`config.mk`:
```
export PLATFORM = sky130hd
export DESIGN_NAME = z88_slotbus
export DESIGN_NICKNAME = d
export VERILOG_FILES = /design/src/rtl/z88_slotbus.sv
export SDC_FILE = /design/constraint.sdc
export NUM_CORES = 1
export LEC_CHECK = 0
export ABC_AREA = 0
export BUFFER_PORTS_ARGS = -buffer_cell sky130_fd_sc_hd__buf_2
export CORE_MARGIN = 3
export CORE_UTILIZATION = 45
export CTS_CLUSTER_DIAMETER = 40
export DETAILED_ROUTE_END_ITERATION = 8
export PLACE_DENSITY = 0.89
export SETUP_SLACK_MARGIN = 0.02
export SLEW_MARGIN = 30
export SYNTH_ARGS = -nofsm -noshare
export SYNTH_HDL_FRONTEND = slang
export SYNTH_SLANG_ARGS = --single-unit
```
`constraint.sdc`:
```
create_clock -name clk -period 3.75 [get_ports clk]
set_clock_uncertainty 0.15 [all_clocks]
set_input_delay 0.375 -clock clk [delete_from_list [all_inputs] [get_ports clk]]
set_output_delay 0.375 -clock clk [all_outputs]
set_load 0.02 [all_outputs]
```
`src/rtl/z88_slotbus.sv`:
```
// Z88 slot bus controller: arbitrates blink chip-enables onto per-slot
// strobes, inserts per-slot wait states and returns slot read data to the CPU.
//
// state  | meaning
// IDLE   | no access in progress; strobes idle, cdi all-ones
// ACCESS | latched slot strobed; counting down its wait states
// HOLD   | access done; read data held until the CPU releases the request
module z88_slotbus #(
  parameter int NSLOTS = 5,
  parameter int AW     = 22,
  parameter int DW     = 8,
  parameter int WSW    = 4
) (
  input  logic                  clk,
  input  logic                  reset_n,
  input  logic [AW-1:0]         ma,
  input  logic [NSLOTS-1:0]     ce_n,
  input  logic                  roe_n,
  input  logic                  wrb_n,
  input  logic [DW-1:0]         wdata,
  input  logic [NSLOTS*DW-1:0]  slot_rdata,
  input  logic [NSLOTS*WSW-1:0] ws_cfg,
  input  logic [NSLOTS-1:0]     slot_present,
  output logic [AW-1:0]         slot_a,
  output logic [NSLOTS-1:0]     slot_ce_n,
  output logic [NSLOTS-1:0]     slot_oe_n,
  output logic [NSLOTS-1:0]     slot_we_n,
  output logic [DW-1:0]         slot_wd,
  output logic [DW-1:0]         cdi,
  output logic                  wait_n,
  output logic                  err
);

  localparam int IW = (NSLOTS > 1) ? $clog2(NSLOTS) : 1;
  localparam int CW = $clog2(NSLOTS + 1);

  typedef enum logic [1:0] {
    IDLE   = 2'd0,
    ACCESS = 2'd1,
    HOLD   = 2'd2
  } state_t;

  state_t         state;
  logic [IW-1:0]  slot_q;
  logic           rd_q;
  logic [WSW-1:0] cnt;
  logic           multi_q;

  logic           req;
  logic [CW-1:0]  n_sel;
  logic           one_sel;
  logic           multi_sel;
  logic [IW-1:0]  sel_idx;
  logic [WSW-1:0] sel_ws;
  logic           sel_present;
  logic [DW-1:0]  lat_rdata;
  logic           lat_ce_n;

  // Decode the incoming selects and look up the latched slot's data/enable.
  always_comb begin
    req         = (ce_n != '1) && (!roe_n || !wrb_n);
    n_sel       = '0;
    sel_idx     = '0;
    sel_ws      = '0;
    sel_present = 1'b0;
    lat_rdata   = '1;
    lat_ce_n    = 1'b1;
    for (int k = 0; k < NSLOTS; k++) begin
      if (!ce_n[k]) begin
        n_sel       = n_sel + CW'(1);
        sel_idx     = IW'(k);
        sel_ws      = ws_cfg[k*WSW +: WSW];
        sel_present = slot_present[k];
      end
      if (slot_q == IW'(k)) begin
        lat_rdata = slot_rdata[k*DW +: DW];
        lat_ce_n  = ce_n[k];
      end
    end
    one_sel   = (n_sel == CW'(1));
    multi_sel = (n_sel > CW'(1));
  end

  // Access sequencer with registered strobes, wait and error outputs.
  always_ff @(posedge clk) begin
    if (!reset_n) begin
      state     <= IDLE;
      slot_q    <= '0;
      rd_q      <= 1'b0;
      cnt       <= '0;
      multi_q   <= 1'b0;
      slot_a    <= '0;
      slot_wd   <= '0;
      slot_ce_n <= '1;
      slot_oe_n <= '1;
      slot_we_n <= '1;
      cdi       <= '1;
      wait_n    <= 1'b1;
      err       <= 1'b0;
    end else begin
      err <= 1'b0;
      case (state)
        IDLE: begin
          multi_q   <= req && multi_sel;
          slot_ce_n <= '1;
          slot_oe_n <= '1;
          slot_we_n <= '1;
          cdi       <= '1;
          wait_n    <= 1'b1;
          // Multi-select flags only its first cycle, not every cycle it persists.
          if (req && multi_sel && !multi_q) err <= 1'b1;
          if (req && one_sel && sel_present) begin
            state     <= ACCESS;
            slot_q    <= sel_idx;
            rd_q      <= !roe_n;
            slot_a    <= ma;
            slot_wd   <= wdata;
            cnt       <= sel_ws;
            slot_ce_n <= ce_n;
            slot_oe_n <= !roe_n ? ce_n : '1;
            slot_we_n <= !roe_n ? '1 : ce_n;
            wait_n    <= (sel_ws == '0);
            // Both strobes low resolves to a read but is still reported.
            err       <= !roe_n && !wrb_n;
          end
        end
        ACCESS: begin
          multi_q <= 1'b0;
          if (cnt == '0) begin
            state     <= HOLD;
            wait_n    <= 1'b1;
            slot_we_n <= '1;
            if (rd_q) cdi <= lat_rdata;
            else      slot_ce_n <= '1;
          end else begin
            cnt    <= cnt - WSW'(1);
            wait_n <= (cnt == WSW'(1));
          end
        end
        HOLD: begin
          if (lat_ce_n || (roe_n && wrb_n)) begin
            state     <= IDLE;
            slot_ce_n <= '1;
            slot_oe_n <= '1;
            slot_we_n <= '1;
            cdi       <= '1;
            wait_n    <= 1'b1;
          end
        end
        default: state <= IDLE;
      endcase
    end
  end

endmodule

```
==> impl_metrics.json <==
{
  "power_density_nw_per_um2": 399.2,
  "post_cts_buffers": 0,
  "synth-edff-count": 0,
  "syn_area_per_cell_sq_um": 9.515,
  "path_clk_slew_ps": 80,
  "grt_pass1_vias": 3256,
  "slowest_stage": "ha_1",
  "clockBufferDepth": 2,
  "hp-class": "in2reg",
  "fin_crit_sh_pct": 86.72,
  "die_h_um": 93.73,
  "cts_resized": 0,
  "tightest_slew_ps": 691.3,
  "syn-cell-area_sq_um": 3463,
  "coreArea_sq_um": 7370,
  "syn_inst": 364,
  "track_usage_pct": 21.32,
  "drv_cap": 0,
  "final_core_util_pct": 61.05,
  "rows": 31,
  "yosys.area.top_type": "dfxtp_1",
  "grt_overflow": 0,
  "gp_congestion": 0.8343,
  "drive_gt1_share_pct": 39.07,
  "cp_slowest_stage_delay_ps": 410,
  "hold_buffers": 0,
  "start_util_pct": 46.99,
  "grt_max_degree": 62,
  "die_w_um": 93.73,
  "nets": 628,
  "synth_top_flop_cell": "dfxtp_1",
  "yosys_warnings": 0,
  "cts_root_buf": "clkbuf_8",
  "stdcell_area_sq_um": 4499,
  "port_buffers": 158,
  "post-dp-hpwl_um": 7160,
  "numCtsBuffers": 9,
  "drc": 0,
  "ant_nets": 0,
  "placed_area_sq_um": 4304,
  "worst-path-max-fanout": 8,
  "viasPerCell": 5.333,
  "rsz0062_at_grt": "false",
  "hold_viol": 0,
  "cts_sinks": 66,
  "critPathLaunchType": "primary input",
  "cts_tree": "done",
  "fmax_mhz": 307.5,
  "area_growth_syn_to_layout_pct": 29.91,
  "critPathKind": "in2reg",
  "antenna_cells": 0,
  "antenna_found_initial": 0,
  "drtIter0Drc": 163,
  "wl_um": 9407,
  "grt_first_pass_wirelength_um": 15010,
  "period_needed_ps": 3252,
  "status": "finished clean",
  "synthesis.nets": 480,
  "peakVddDrop_v": 0.0003084,
  "yosysSeqAreaShare_pct": 38.15,
  "maxSlewViolCount": 0,
  "clk_latency_ps": 330,
  "dieArea_sq_um": 8785,
  "synth_cell_types": 51,
  "drtPass1Iterations": 4,
  "crit_path_cell_trace": "buf_2 -> inv_1 -> ha_1 -> xnor2_1 -> xor2_1 -> inv_1 -> ha_1 -> o32ai_4 -> o2bb2ai_1 -> mux2_2 -> o31a_1",
  "critical_path_required_ps": 3820,
  "routedWlPerCell_um": 15.27,
  "arrival_ps": 3320,
  "fillers": 640,
  "async_reset_ff_share_pct": 0,
  "num_vias": 3285,
  "p_leak_nw": 2.197,
  "worstSetupEndpointType": "register",
  "htreeDepth": 3,
  "slew_headroom_pct": 53.85,
  "synth_top_area_share_pct": 38.15,
  "setup-tns-final_ps": 0,
  "final-setup-viol-count": 0,
  "io_pins": 159,
  "synth.ff_latch_count": 66,
  "synthTopCellsByArea": "dfxtp_1 (38%), mux2i_1 (9.8%), mux4_2 (5.9%)"
}
[layer usage]
| metal | routed length, um | global-route usage (%) |
|---|---|---|
| met1 | 3849 | 25.79 |
| met2 | 4563 | 34.95 |
| met3 | 810 | 6.330 |
| met4 | 184 | 9.386 |
| met5 | 0 | 0 |
[synth_stat cells, types with 2 or more instances]
cell and instances:
dfxtp_1 66, mux2i_1 34, nor2b_1 31, nand2_1 27, clkbuf_1 17, inv_1 17, o21ai_0 17, o22ai_1 14
nor2_1 13, ha_1 12, and3_1 10, o22a_1 10, mux4_2 9, buf_2 8, nand3_1 7, a21oi_1 5
a31oi_1 5, nand2b_1 5, o32ai_1 5, o211ai_1 4, nor3b_1 3, o211a_1 3, or2_2 3, or3_1 3
a21boi_0 2, a21boi_1 2, buf_4 2, mux2_2 2, nor3_2 2, nor4_1 2, o31ai_1 2, xnor2_1 2
xor2_1 2
[power by group]
part / internal (mW) / leakage, nW / switching (mW)
logic: 0.200 / 1.57 / 0.235
clock network: 0.308 / 0.0925 / 0.279
registers: 0.743 / 0.536 / 0.0307
[area by class of cell]
type	count	area, sq um	area share, %
sequential	66	1321	29.37
clock buffer	10	127.6	2.836
multi-input combinational	254	1959	43.55
clock inverter	6	67.56	1.502
inverter	17	63.81	1.418
timing repair buffer	164	835.8	18.58
tap	99	123.9	2.753
[final timing paths]
check | slack [ps] | to | startpoint | depth (start not counted)
worst min-delay path | 140 | slot_a[11]$_SDFFE_PN0P_ | ma[11] | 3
worst max-delay path | 500 | cnt[2]$_SDFFE_PN0P_ | ce_n[0] | 11
worst min register to register | 330 | slot_oe_n[1]$_SDFFE_PN1P_ | slot_oe_n[1]$_SDFFE_PN1P_ | 2
worst max register to register | 860 | cnt[2]$_SDFFE_PN0P_ | state[1]$_SDFFE_PN0P_ | 8
[registers in the layout (all words and copies together), names as in the netlist]
signal	cells
cnt	4
slot_wd	8
cdi	8
slot_q	3
multi_q	1
rd_q	1
slot_ce_n	5
wait_n	1
slot_we_n	5
err	1
slot_oe_n	5
state	2
slot_a	22
[worst max-delay path, delay by kind of cell]
family / cells / cell delay, ps
buffers and inverters: 3 / 370
adder cells (fa/ha/maj): 2 / 720
AO/OA/AOI/OAI: 3 / 970
multiplexers: 1 / 400
XOR/XNOR: 2 / 490
[cell usage in the layout, fill, tap and decap left out, drive strengths merged, types with 6 or more instances in the layout]
master and n:
buf 164, dfxtp 66, mux2i 34, nor2b 31, nand2 28, inv 17, o21ai 17, o22ai 14
nor2 13, ha 12, and3 10, o22a 10, clkbuf 10, mux4 9, nand3 8, o32ai 6
[kinds of logic after synthesis]
kind of cell	after synthesis	share of synthesized area, %
simple gates	114	18.32
compound gates	79	16.58
flops	66	38.15
mux	45	16.33
buf+inv	44	5.274
fa+ha+maj	12	4.335
xor+xnor	4	1.012
[per-stage QoR]
| stage | total power [mW] | std cells | worst slack (ps) | hold slack (ps) |
|---|---|---|---|---|
| after detailed placement | 1.222 | 600 | 163.1 | 314.9 |
| after global routing | 1.885 | 616 | 242.7 | 144.9 |
| after global placement | 1.206 | 600 | 310.7 | 308.9 |
| final | 1.796 | 616 | 498.1 | 138.5 |
| after CTS | 1.814 | 616 | 518.7 | 118.0 |
| after floorplan | 1.081 | 364 | 408.5 | 317.7 |
Note: power is estimated with default switching activity, not from simulation.
